`src/rtl/pdp8_mem_arb_if.sv`:
```
// PDP-8 memory arbiter bus bundle.
// CPU and DMA requester ports plus the 32Kx12 RAM side.
interface pdp8_mem_arb_if;
  logic        cpu_req;
  logic        cpu_we;
  logic [14:0] cpu_addr;
  logic [11:0] cpu_wdata;
  logic        cpu_ack;
  logic [11:0] cpu_rdata;

  logic        dma_req;
  logic        dma_we;
  logic [14:0] dma_addr;
  logic [11:0] dma_wdata;
  logic        dma_ack;
  logic [11:0] dma_rdata;

  logic [14:0] ram_addr;
  logic [11:0] ram_data_in;
  logic [11:0] ram_data_out;
  logic        ram_rd;
  logic        ram_wr;

  logic        busy;

  modport master (
    output cpu_req, cpu_we, cpu_addr, cpu_wdata,
    input  cpu_ack, cpu_rdata,
    output dma_req, dma_we, dma_addr, dma_wdata,
    input  dma_ack, dma_rdata,
    input  ram_addr, ram_data_in,
    output ram_data_out,
    input  ram_rd, ram_wr,
    input  busy
  );

  modport slave (
    input  cpu_req, cpu_we, cpu_addr, cpu_wdata,
    output cpu_ack, cpu_rdata,
    input  dma_req, dma_we, dma_addr, dma_wdata,
    output dma_ack, dma_rdata,
    output ram_addr, ram_data_in,
    input  ram_data_out,
    output ram_rd, ram_wr,
    output busy
  );
endinterface

```
`src/rtl/pdp8_mem_arb.sv`:
```
// PDP-8 CPU / data-break memory arbiter.
// Alternating-priority grant, IDLE-SETUP-ACCESS-HOLD RAM cycle.
module pdp8_mem_arb #(
  parameter int ACCESS_CYCLES = 2
) (
  input  logic          clk,
  input  logic          reset_n,
  pdp8_mem_arb_if.slave bus
);

  localparam logic [1:0] S_IDLE   = 2'd0;
  localparam logic [1:0] S_SETUP  = 2'd1;
  localparam logic [1:0] S_ACCESS = 2'd2;
  localparam logic [1:0] S_HOLD   = 2'd3;

  localparam logic [3:0] CNT_LOAD =
    4'(ACCESS_CYCLES - 1);

  logic [1:0]  r_state;
  logic [1:0]  w_state_nx;
  logic [3:0]  r_cnt;

  logic        r_last;
  logic        r_win;
  logic        r_we;
  logic [14:0] r_addr;
  logic [11:0] r_wdata;

  logic [11:0] r_cpu_rdata;
  logic [11:0] r_dma_rdata;

  logic        r_rd;
  logic        r_wr;
  logic        r_cpu_ack;
  logic        r_dma_ack;
  logic        r_busy;

  logic        w_idle;
  logic        w_setup;
  logic        w_access;
  logic        w_hold;
  logic        w_any;
  logic        w_pick_dma;
  logic        w_grant;
  logic        w_done;

  assign w_idle   = (r_state == S_IDLE);
  assign w_setup  = (r_state == S_SETUP);
  assign w_access = (r_state == S_ACCESS);
  assign w_hold   = (r_state == S_HOLD);

  assign w_any = bus.cpu_req | bus.dma_req;

  // r_last: 0 = CPU granted last, 1 = DMA
  assign w_pick_dma = bus.dma_req
                    & (~bus.cpu_req | ~r_last);

  assign w_grant = w_idle & w_any;
  assign w_done  = w_access & (r_cnt == 4'd0);

  // Next-state decode
  always_comb begin
    w_state_nx = r_state;
    unique case (1'b1)
      w_idle: begin
        if (w_any) w_state_nx = S_SETUP;
      end
      w_setup: begin
        w_state_nx = S_ACCESS;
      end
      w_access: begin
        if (w_done) w_state_nx = S_HOLD;
      end
      w_hold: begin
        w_state_nx = S_IDLE;
      end
      default: begin
        w_state_nx = S_IDLE;
      end
    endcase
  end

  // State register
  always_ff @(posedge clk or negedge reset_n) begin
    if (!reset_n) begin
      r_state <= S_IDLE;
    end else begin
      r_state <= w_state_nx;
    end
  end

  // Access wait counter
  always_ff @(posedge clk or negedge reset_n) begin
    if (!reset_n) begin
      r_cnt <= 4'd0;
    end else if (w_setup) begin
      r_cnt <= CNT_LOAD;
    end else if (w_access && r_cnt != 4'd0) begin
      r_cnt <= r_cnt - 4'd1;
    end
  end

  // Winner selection and request latch
  always_ff @(posedge clk or negedge reset_n) begin
    if (!reset_n) begin
      r_last  <= 1'b0;
      r_win   <= 1'b0;
      r_we    <= 1'b0;
      r_addr  <= 15'd0;
      r_wdata <= 12'd0;
    end else if (w_grant) begin
      r_last <= w_pick_dma;
      r_win  <= w_pick_dma;
      if (w_pick_dma) begin
        r_we    <= bus.dma_we;
        r_addr  <= bus.dma_addr;
        r_wdata <= bus.dma_wdata;
      end else begin
        r_we    <= bus.cpu_we;
        r_addr  <= bus.cpu_addr;
        r_wdata <= bus.cpu_wdata;
      end
    end
  end

  // Read data capture on the last ACCESS edge
  always_ff @(posedge clk or negedge reset_n) begin
    if (!reset_n) begin
      r_cpu_rdata <= 12'd0;
      r_dma_rdata <= 12'd0;
    end else if (w_done && !r_we) begin
      if (r_win) begin
        r_dma_rdata <= bus.ram_data_out;
      end else begin
        r_cpu_rdata <= bus.ram_data_out;
      end
    end
  end

  // Strobes, acks and busy registered off next state
  always_ff @(posedge clk or negedge reset_n) begin
    if (!reset_n) begin
      r_rd      <= 1'b0;
      r_wr      <= 1'b0;
      r_cpu_ack <= 1'b0;
      r_dma_ack <= 1'b0;
      r_busy    <= 1'b0;
    end else begin
      r_rd      <= (w_state_nx == S_ACCESS) & ~r_we;
      r_wr      <= (w_state_nx == S_ACCESS) & r_we;
      r_cpu_ack <= (w_state_nx == S_HOLD) & ~r_win;
      r_dma_ack <= (w_state_nx == S_HOLD) & r_win;
      r_busy    <= (w_state_nx != S_IDLE);
    end
  end

  assign bus.ram_addr    = r_addr;
  assign bus.ram_data_in = r_wdata;
  assign bus.ram_rd      = r_rd;
  assign bus.ram_wr      = r_wr;
  assign bus.cpu_ack     = r_cpu_ack;
  assign bus.dma_ack     = r_dma_ack;
  assign bus.cpu_rdata   = r_cpu_rdata;
  assign bus.dma_rdata   = r_dma_rdata;
  assign bus.busy        = r_busy;

endmodule

```
`src/flat_wrapper.sv`:
```
// flat-port wrapper written by rule: the top's interface ports become plain ports
module pdp8_mem_arb_flat 
#(
  parameter int ACCESS_CYCLES = 2
)
  (clk, reset_n, bus_cpu_req, bus_cpu_we, bus_cpu_addr, bus_cpu_wdata, bus_cpu_ack, bus_cpu_rdata, bus_dma_req, bus_dma_we, bus_dma_addr, bus_dma_wdata, bus_dma_ack, bus_dma_rdata, bus_ram_addr, bus_ram_data_in, bus_ram_data_out, bus_ram_rd, bus_ram_wr, bus_busy);
  pdp8_mem_arb_if bus_i ();
  input  logic clk;
  input  logic reset_n;
  input wire logic [$bits(bus_i.cpu_req)-1:0] bus_cpu_req;
  input wire logic [$bits(bus_i.cpu_we)-1:0] bus_cpu_we;
  input wire logic [$bits(bus_i.cpu_addr)-1:0] bus_cpu_addr;
  input wire logic [$bits(bus_i.cpu_wdata)-1:0] bus_cpu_wdata;
  output wire logic [$bits(bus_i.cpu_ack)-1:0] bus_cpu_ack;
  output wire logic [$bits(bus_i.cpu_rdata)-1:0] bus_cpu_rdata;
  input wire logic [$bits(bus_i.dma_req)-1:0] bus_dma_req;
  input wire logic [$bits(bus_i.dma_we)-1:0] bus_dma_we;
  input wire logic [$bits(bus_i.dma_addr)-1:0] bus_dma_addr;
  input wire logic [$bits(bus_i.dma_wdata)-1:0] bus_dma_wdata;
  output wire logic [$bits(bus_i.dma_ack)-1:0] bus_dma_ack;
  output wire logic [$bits(bus_i.dma_rdata)-1:0] bus_dma_rdata;
  output wire logic [$bits(bus_i.ram_addr)-1:0] bus_ram_addr;
  output wire logic [$bits(bus_i.ram_data_in)-1:0] bus_ram_data_in;
  input wire logic [$bits(bus_i.ram_data_out)-1:0] bus_ram_data_out;
  output wire logic [$bits(bus_i.ram_rd)-1:0] bus_ram_rd;
  output wire logic [$bits(bus_i.ram_wr)-1:0] bus_ram_wr;
  output wire logic [$bits(bus_i.busy)-1:0] bus_busy;
  assign bus_i.cpu_req = bus_cpu_req;
  assign bus_i.cpu_we = bus_cpu_we;
  assign bus_i.cpu_addr = bus_cpu_addr;
  assign bus_i.cpu_wdata = bus_cpu_wdata;
  assign bus_cpu_ack = bus_i.cpu_ack;
  assign bus_cpu_rdata = bus_i.cpu_rdata;
  assign bus_i.dma_req = bus_dma_req;
  assign bus_i.dma_we = bus_dma_we;
  assign bus_i.dma_addr = bus_dma_addr;
  assign bus_i.dma_wdata = bus_dma_wdata;
  assign bus_dma_ack = bus_i.dma_ack;
  assign bus_dma_rdata = bus_i.dma_rdata;
  assign bus_ram_addr = bus_i.ram_addr;
  assign bus_ram_data_in = bus_i.ram_data_in;
  assign bus_i.ram_data_out = bus_ram_data_out;
  assign bus_ram_rd = bus_i.ram_rd;
  assign bus_ram_wr = bus_i.ram_wr;
  assign bus_busy = bus_i.busy;
  pdp8_mem_arb #(.ACCESS_CYCLES(ACCESS_CYCLES)) u_core (.clk(clk), .reset_n(reset_n), .bus(bus_i));
endmodule
```
`config.mk`:
```
export PLATFORM = sky130hd
export DESIGN_NAME = pdp8_mem_arb_flat
export DESIGN_NICKNAME = d
export VERILOG_FILES = /design/src/rtl/pdp8_mem_arb_if.sv /design/src/rtl/pdp8_mem_arb.sv /design/src/flat_wrapper.sv
export SDC_FILE = /design/constraint.sdc
export NUM_CORES = 1
export LEC_CHECK = 0
export ABC_AREA = 1
export CAP_MARGIN = 20
export CORE_MARGIN = 3
export CORE_UTILIZATION = 37
export CTS_CLUSTER_SIZE = 20
export DETAILED_ROUTE_END_ITERATION = 10
export GPL_ROUTABILITY_DRIVEN = 0
export PLACE_DENSITY = 0.76
export SYNTH_ARGS = -nofsm -noshare
export SYNTH_HDL_FRONTEND = slang
export SYNTH_SLANG_ARGS = --single-unit
```
`constraint.sdc`:
```
create_clock -name clk -period 1.4 [get_ports clk]
set_input_delay 0.21 -clock clk [delete_from_list [all_inputs] [get_ports clk]]
set_output_delay 0.21 -clock clk [all_outputs]
set_load 0.005 [all_outputs]
```
=== Word-level counts from Yosys, hierarchy flattened ===
Cells that the tools add are included.

* Bits in registers: 64
* Input port bits: 72
* Output and inout bits: 56

* Add/subtract/negate cells: 1
* Eq/ne operators: 4
* Muxes and demuxes: 8
* Bitwise logic cells: 12
* Reductions and logical operators: 10

{| class="wikitable"
|+ Operator list
! operator !! number
|-
| two-way mux 15 bit || 1
|-
| two-way mux 12 bit || 1
|-
| two-way mux 4 bit || 2
|-
| bitwise AND 1 bit || 7
|-
| == test 2 bit, second input constant || 3
|-
| case mux 2 bit (3 select lines) || 1
|-
| logical NOT 4 bit || 1
|-
| two-way mux 2 bit || 2
|-
| AND reduction 2 bit || 2
|-
| nonzero test 2 bit || 2
|-
| nonzero test 4 bit || 1
|-
| subtractor 4 x 1 -> 4 bit, second input constant || 1
|-
| NOT 1 bit || 3
|-
| == test 2 x 1 -> 1 bit, second input constant || 1
|-
| logical AND 1 bit || 2
|-
| logical NOT 2 bit || 1
|-
| bitwise OR 1 bit || 2
|-
| logical NOT 1 bit || 1
|-
| two-way mux 1 bit || 1
|}

=== Logic depth before layout (Yosys ltp) ===
Gate-level depths: netlist of run 1.

* Depth in word-level cells: 6
* Gate-level depth with buffers: 8
* Depth with buffers taken out: 8

=== Worst setup path after synthesis of run 1 ===
No wires, ideal clock.

* Path type: flip-flop to flip-flop
* Start point: register u_core.r_state[0]
* End point: register u_core.r_cpu_rdata[10] (netlist: u_core.bus.cpu_rdata[10])
* Arrival: 1.267 ns
* Data required time: 1.282 ns
* Slack: 0.015 ns
* Stages on the path, launching flop included: 9
* Path buffers: 1
* Period minus slack after synthesis: 1.385 ns
* Cells stage by stage: dfrtp_1 -> inv_1 -> ha_1 -> nand3_2 -> nor2_4 -> nand2_2 -> buf_6 -> nand2_1 -> o21ai_2

* Cells in the longest elaborated chain, start to end: 4

{| class="wikitable"
|+ Ends and longest elaborated chain
! item !! RTL line !! source
|-
| from (decl) || pdp8_mem_arb.sv:19 || <nowiki>logic [1:0] r_state;</nowiki>
|-
| from (signal assigned) || pdp8_mem_arb.sv:88 || <nowiki>r_state <= w_state_nx;</nowiki>
|-
| == test 2 bit || pdp8_mem_arb.sv:49 || <nowiki>assign w_access = (r_state == S_ACCESS);</nowiki>
|-
| bitwise AND 1 bit || pdp8_mem_arb.sv:59 || <nowiki>assign w_done = w_access & (r_cnt == 4'd0);</nowiki>
|-
| logical AND 1 bit || pdp8_mem_arb.sv:131 || <nowiki>end else if (w_done && !r_we) begin</nowiki>
|-
| AND reduction 2 bit (no source line) || - ||
|-
| to (signal assigned) || pdp8_mem_arb.sv:135 || <nowiki>r_cpu_rdata <= bus.ram_data_out;</nowiki>
|-
| to (decl) || pdp8_mem_arb.sv:29 || <nowiki>logic [11:0] r_cpu_rdata;</nowiki>
|}

No other way between the ends.
A chain may end at the register's enable or synchronous reset.

=== Final worst setup path of run 1 ===
* Start point: register u_core.r_busy (netlist: u_core.bus.busy)
* End point: output bus_busy

{| class="wikitable"
|+ RTL lines
! item !! RTL line !! source
|-
| from (decl) || pdp8_mem_arb.sv:36 || <nowiki>logic r_busy;</nowiki>
|-
| from (signal assigned) || pdp8_mem_arb.sv:153 || <nowiki>r_busy <= (w_state_nx != S_IDLE);</nowiki>
|-
| to (decl) || flat_wrapper.sv:27 || <nowiki>output wire logic [$bits(bus_i.busy)-1:0] bus_busy;</nowiki>
|}

No word-level cell between the ends.

==> results of run 1 <==
[worst max-delay path by stage]
stage | from | endpoint | slack, ps | cells after the start
finish | u_core.bus.busy$_DFF_PN0_ | bus_busy | 40 | 1
global route | u_core.r_state[1]$_DFF_PN0_ | u_core.bus.ram_wr$_DFF_PN0_ | -70 | 7
CTS | u_core.r_state[1]$_DFF_PN0_ | u_core.bus.ram_addr[13]$_DFFE_PN0P_ | 1 | 7
detailed placement | bus_dma_req | u_core.bus.ram_addr[10]$_DFFE_PN0P_ | -170 | 5
global placement | bus_dma_req | u_core.bus.ram_addr[10]$_DFFE_PN0P_ | -80 | 5
floorplan | u_core.r_state[0]$_DFF_PN0_ | u_core.bus.cpu_rdata[10]$_DFFE_PN0P_ | 20 | 8
[metrics by stage]
step | cells | instance area [µm²] | power, mW | setup WS (ps)
final | 558 | 4651 | 9.489 | 41.38
after global routing | 558 | 4651 | 10.27 | -71.62
after CTS | 552 | 4462 | 9.025 | 1.134
after detailed placement | 528 | 4222 | 7.521 | -165.2
after global placement | 528 | 4222 | 7.387 | -80.61
after floorplan | 307 | 2815 | 5.135 | 15.05
[state kept, by name, indices dropped and copies added (netlist names), 2 cells and up]
name                    count
u_core.bus.cpu_rdata       12
u_core.bus.ram_data_in     12
u_core.r_cnt                4
u_core.bus.ram_addr        15
u_core.r_state              2
u_core.bus.dma_rdata       12
[timing repair]
item / CTS / global route
pin swaps: 0 / 2
resized for setup: 54 / 44
setup endpoints to repair: 54 / 63
setup buffers: 7 / 4
cloned: 0 / 2
endpoints found under the hold margin: 64 / 0
hold buffers: 1 / 0
[power by group]
| part | switching (mW) | total [mW] | internal (mW) | leakage, nW |
|---|---|---|---|---|
| combinational | 2.05 | 4.38 | 2.33 | 1.38 |
| sequential | 0.559 | 3.32 | 2.76 | 0.766 |
| clock | 0.769 | 1.79 | 1.02 | 0.110 |
[cell usage after synthesis]
master	number	area, µm²
sky130_fd_sc_hd__nor2_2	1	6.260
sky130_fd_sc_hd__inv_2	2	7.510
sky130_fd_sc_hd__ha_1	5	62.56
sky130_fd_sc_hd__nand3_2	1	10.01
sky130_fd_sc_hd__o21ai_0	45	225.2
sky130_fd_sc_hd__dfrtp_1	64	1602
sky130_fd_sc_hd__nor2_4	1	11.26
sky130_fd_sc_hd__clkbuf_1	2	7.510
sky130_fd_sc_hd__o21ai_1	22	110.1
sky130_fd_sc_hd__buf_6	5	56.30
sky130_fd_sc_hd__o22ai_1	2	12.51
sky130_fd_sc_hd__nand2_2	2	12.51
sky130_fd_sc_hd__a31oi_1	1	6.260
sky130_fd_sc_hd__nand2_1	65	244.0
sky130_fd_sc_hd__o21ai_2	17	148.9
sky130_fd_sc_hd__inv_1	24	90.09
sky130_fd_sc_hd__buf_4	2	15.01
sky130_fd_sc_hd__nand3_1	6	30.03
sky130_fd_sc_hd__buf_2	6	30.03
sky130_fd_sc_hd__nor2_1	34	127.6
[area by class of cell]
class | instances | area [µm²]
clock buffer | 9 | 123.9
sequential | 64 | 1602
fill | 598 | 2680
multi-input combinational | 202 | 1105
timing repair buffer | 151 | 1491
clock inverter | 7 | 102.6
inverter | 26 | 102.6
tap | 99 | 123.9
[per-layer routing]
metal / up-vias / GRT usage
met5: - / 0
met3: 10 / 0.05953
met2: 105 / 0.2668
met1: 1216 / 0.1998
li1: 1291 / -
met4: 0 / 0.07937
[cells by family after synthesis]
logic type,share of synthesized area
and+or+nand+nor,0.1569
buffers and inverters,0.07333
AOI/OAI and AO/OA,0.1787
adders and majority gates,0.02222
DFF,0.5689
==> out/summary.txt, run 1 <==
Final layout net count: 531
Count of buffers inserted at the top-level ports: 127
Class of the most critical hold timing path: primary input to async pin
Overall overflow remaining after global route: 0
Slew at the pin with the worst max-slew slack: 337.0 ps
DR vias/cell: 4.699
Worst supply voltage drop on vdd: 0.0007485 V
Wire length after detailed routing: 7.679 mm
Number of global-route vias before repair: 2501
Root buffer selected by CTS: sky130_fd_sc_hd__clkbuf_8
Biggest cell delay along the critical path: 500 ps
Data required time of the worst path: 1190 ps
Global router's overall resource usage: 0.1668
Number of distinct library cells after synthesis: 20
Insertion delay to the later sink of the worst-skew pair: 330 ps
Core utilization of the finished layout: 0.6344
Row Count: 31
Drt first pass iters: 4
Kind of cell adding the most delay to the critical path: buffers and inverters
Capture instance of the worst register-to-register path: u_core.bus.ram_addr[13]$_DFFE_PN0P_
Slew headroom: 0.7753
Average instance area after synthesis: 9.170 µm²
Initial antenna violation count: 0
Detail Placement HPWL: 5.080 mm
Hold Violations, Final: 0
Cell count after synthesis: 307
Leak: 2.257 nW
Final period util: 0.9704
TritonCTS clock tree: done
Cell area after synthesis: 2815 µm²
Setup repair after global routing missed its margin: true
Number of pins with negative max-slew slack in the final report: 0
Floorplan die width: 93.23 µm
FF-to-FF Start: u_core.r_state[1]$_DFF_PN0_
Synthesis-to-finish area growth: 65.20%
Total number of yosys warnings: 0
Total power density per cell area: 2040 nW/µm²
Initial drt markers: 87
Most common cell after layout, fill and taps aside: sky130_fd_sc_hd__clkdlybuf4s50_1
TritonCTS buffer count: 9
Wire length of the first global-routing pass: 11.50 mm
Most frequent cells in the layout: sky130_fd_sc_hd__clkdlybuf4s50_1, sky130_fd_sc_hd__dfrtp_1, sky130_fd_sc_hd__dlygate4sd2_1, sky130_fd_sc_hd__nand2_1
Vias: 2622
Critical path type: flop to output pin
Cell chain of the critical path: clkdlybuf4s50_1
Highest fanout seen on the critical path: 1
Remaining DRCs: 0
Max clock buf depth: 2
Number of buffers and inverters on the critical path: 1
Worst Reg-to-Reg Cells: 7
Number of storage elements in the synthesis netlist: 64
Outcome: complete, no violations
Hold Worst Slack: 425.7 ps
Routed length on met1: 3.140 mm
Chip height: 93.23 µm
# setup viols final: 0
Cell with the largest stage delay on the worst path: sky130_fd_sc_hd__clkdlybuf4s50_1
Worst setup SP type: flop
Core outline area: 7331 µm²
Number of H-tree levels: 3
Met2 wire length: 3.821 mm
Crit end category: output pin
Die footprint: 8691 µm²
WL per Instance: 13.76 µm
Remaining antenna violation count: 0
Number of nets in the synthesized netlist: 384
Arrival time of the worst setup path: 1150 ps
Uppermost routed layer: met4
Count of inserted antenna diode cells: 0
Shortest clock period the worst path allows after layout: 1359 ps
Largest net degree at the start of global routing: 65
Count of max-cap constraint violations: 0
Fraction of final layout cells sized beyond drive strength 1: 0.1895
R2r setup slk: 50 ps
Met3 WL post-DR: 617 µm
Fraction of the yosys area taken by sequential cells: 0.5689
Setup tns final: 0 ps
Clk sink count: 64
Initial Util: 0.3840
Peak Freq: 736.0 MHz
Clock transition at the registers of the reported paths: 70 ps
IO Count: 128
Final setup skew: 9.231 ps
Power figures use the tool's default switching activity.
==> inputs of run 2 (changes only) <==
--- a/config.mk
+++ b/config.mk
@@ -8,7 +8,7 @@
 export ABC_AREA = 1
 export CAP_MARGIN = 20
 export CORE_MARGIN = 3
-export CORE_UTILIZATION = 37
+export CORE_UTILIZATION = 39
 export CTS_CLUSTER_SIZE = 20
 export DETAILED_ROUTE_END_ITERATION = 10
 export GPL_ROUTABILITY_DRIVEN = 0
==> constraint.sdc (replaced) <==
create_clock -name clk -period 1.5 [get_ports clk]
set_input_delay 0.225 -clock clk [delete_from_list [all_inputs] [get_ports clk]]
set_output_delay 0.225 -clock clk [all_outputs]
set_load 0.005 [all_outputs]
==> run 2 against run 1 <==
  * Largest power group unchanged
  * Critical endpoint is now bus_ram_addr[1]
  * Combinational power decreased by 10%
  * Clock skew decreased by 1.6 ps
  * Clock-buffer cell count increased by 1
  * Die area decreased by 4.8%
  * Setup slack improved by 18 ps
  * Utilization increased by 0.96 points
  * Flip-flop and latch count unchanged
  * Critical path type unchanged
  * Via count decreased by 1.8%
  * Highest routed layer unchanged
==> out/summary.txt, run 2 (synthesis gave the netlist of run 1 again) <==
Switching fraction of total power: 0.3501
Post-DP Area: 4223 µm²
Cell with the largest stage delay on the worst path: sky130_fd_sc_hd__clkdlybuf4s50_1
Core outline area: 6907 µm²
TritonCTS clock tree: done
Hold Worst Slack: 409.4 ps
Slew at the pin with the worst max-slew slack: 275.1 ps
Number of H-tree levels: 3
# setup viols final: 0
Worst Reg-to-Reg Cells: 8
Worst supply voltage drop on vdd: 0.0008147 V
TritonCTS buffer count: 9
Max FFs per register: 15
Net switching power: 2.908 mW
Global router's overall resource usage: 0.1835
Number of pins with negative max-slew slack in the final report: 0
Row Count: 30
Setup repair after global routing missed its margin: true
Layout Cells excl Fill: 542
Chip height: 90.96 µm
Worst Setup Slack, final: 59.59 ps
Most frequent cells in the layout: sky130_fd_sc_hd__clkdlybuf4s50_1, sky130_fd_sc_hd__nand2_1, sky130_fd_sc_hd__dfrtp_1, sky130_fd_sc_hd__o21ai_0, sky130_fd_sc_hd__nor2_1
Clk sink count: 64
Floorplan die width: 90.96 µm
Tot Pwr: 8.308 mW
Highest fanout seen on the critical path: 2
Wire length of the first global-routing pass: 12.24 mm
Fraction of final layout cells sized beyond drive strength 1: 0.1233
Drt first pass iters: 4
Clock transition at the registers of the reported paths: 70 ps
Total power density per cell area: 1868 nW/µm²
Finished Cell Area: 4448 µm²
Count of max-cap constraint violations: 0
Internal Power: 5.399 mW
Initial drt markers: 67
Largest net degree at the start of global routing: 42
Leak: 2.080 nW
Number of global-route vias before repair: 2630
DR vias/cell: 4.753
Class of the most critical hold timing path: primary input to async pin
R2r setup slk: 80 ps
Portion of total power attributed to combinational logic: 0.474
Setup tns final: 0 ps
Vias: 2576
Initial Util: 0.4076
Final layout net count: 518
Overall overflow remaining after global route: 0
Clk pwr share: 0.155
Critical path type: flop to output pin
Insertion delay to the later sink of the worst-skew pair: 330 ps
Cell count after placement: 524
Root buffer selected by CTS: sky130_fd_sc_hd__clkbuf_8
Remaining DRCs: 0
Initial antenna violation count: 0
Hold Violations, Final: 0
Number of filler cells placed in the layout: 598
Max clock buf depth: 2
Minimum setup slack after placement: -127.1 ps
Core utilization of the finished layout: 0.6440
Slew headroom: 0.8166
Peak Freq: 694.2 MHz
Cell chain of the critical path: clkdlybuf4s50_1
Outcome: complete, no violations
Shortest clock period the worst path allows after layout: 1440 ps
Number of buffers and inverters on the critical path: 1
Detail Placement HPWL: 5.359 mm
Wire length after detailed routing: 7.409 mm
FF-to-FF Start: u_core.r_state[0]$_DFF_PN0_
Worst setup SP type: flop
Die footprint: 8274 µm²
Data required time of the worst path: 1270 ps
Remaining antenna violation count: 0
Crit end category: output pin
Kind of cell adding the most delay to the critical path: buffers and inverters
Share of power burned in registers: 0.371
Final setup skew: 7.637 ps
Count of buffers inserted at the top-level ports: 127
Biggest cell delay along the critical path: 530 ps
Count of inserted antenna diode cells: 0
Synthesis-to-finish area growth: 58.00%
Final period util: 0.9603
WL per Instance: 13.67 µm
Most common cell after layout, fill and taps aside: sky130_fd_sc_hd__clkdlybuf4s50_1
Capture instance of the worst register-to-register path: u_core.bus.cpu_rdata[11]$_DFFE_PN0P_
Arrival time of the worst setup path: 1220 ps
IO Count: 128
[run 2: cell types whose count changed in the layout (fill, tap and decap cells not counted), moves of 4 or more]
cell / delta
sky130_fd_sc_hd__dlygate4sd2_1: -49
sky130_fd_sc_hd__clkdlybuf4s50_1: +48
sky130_fd_sc_hd__nand2_1: +18
sky130_fd_sc_hd__nand2_2: -18
sky130_fd_sc_hd__buf_4: -11
sky130_fd_sc_hd__o21ai_0: +11
sky130_fd_sc_hd__o21ai_1: -11
sky130_fd_sc_hd__clkinv_2: +4
[run 2: area by class of cell]
cell class	count	area (µm²)	area share
flip-flops and latches	64	1602	0.3601
multi-input cells	202	1022	0.2298
clock buffers	10	137.6	0.03094
repair buffers	138	1431	0.3218
inverters	26	100.1	0.02250
clock inverters	6	35.03	0.007876
well taps	96	120.1	0.02700
[run 2: layer usage]
metal	vias up	part of all wire	GRT usage
li1	1260	-	-
met1	1209	0.41	0.2172
met2	99	0.49	0.2998
met3	8	0.093	0.07374
met4	0	0.012	0.06910
met5	-	0	0
[run 2: worst max path at each step]
stage | start | endpoint | slack, ps | cells past startpoint
2_1_floorplan | u_core.r_state[0]$_DFF_PN0_ | u_core.bus.cpu_rdata[10]$_DFFE_PN0P_ | 120 | 8
3_3_place_gp | bus_dma_req | u_core.bus.ram_data_in[6]$_DFFE_PN0P_ | -60 | 5
3_5_place_dp | bus_dma_req | u_core.bus.ram_data_in[3]$_DFFE_PN0P_ | -130 | 5
4_1_cts | u_core.r_state[0]$_DFF_PN0_ | u_core.bus.cpu_rdata[11]$_DFFE_PN0P_ | 1 | 8
5_1_grt | u_core.r_state[0]$_DFF_PN0_ | u_core.bus.dma_rdata[1]$_DFFE_PN0P_ | -30 | 8
6_report | u_core.bus.ram_addr[1]$_DFFE_PN0P_ | bus_ram_addr[1] | 60 | 1
[run 2: power by group through the flow]
| stage | Sequential, mW | Combinational, mW | Clock, mW |
|---|---|---|---|
| final | 3.08 | 3.94 | 1.29 |
| after global placement | 3.07 | 3.79 | 0 |
| after CTS | 3.08 | 3.96 | 1.33 |
| after detailed placement | 3.09 | 3.94 | 0 |
| after global routing | 3.18 | 4.40 | 1.41 |
| after floorplan | 3.10 | 1.69 | 0 |
[run 2: repair_timing]
item                                    CTS  global route
hold endpoints to repair                 64             0
resized for setup                         1            13
endpoints found under the setup margin    1            42
buffers inserted                          0             1
hold buffers                              1             0
pin swaps                                 0             0
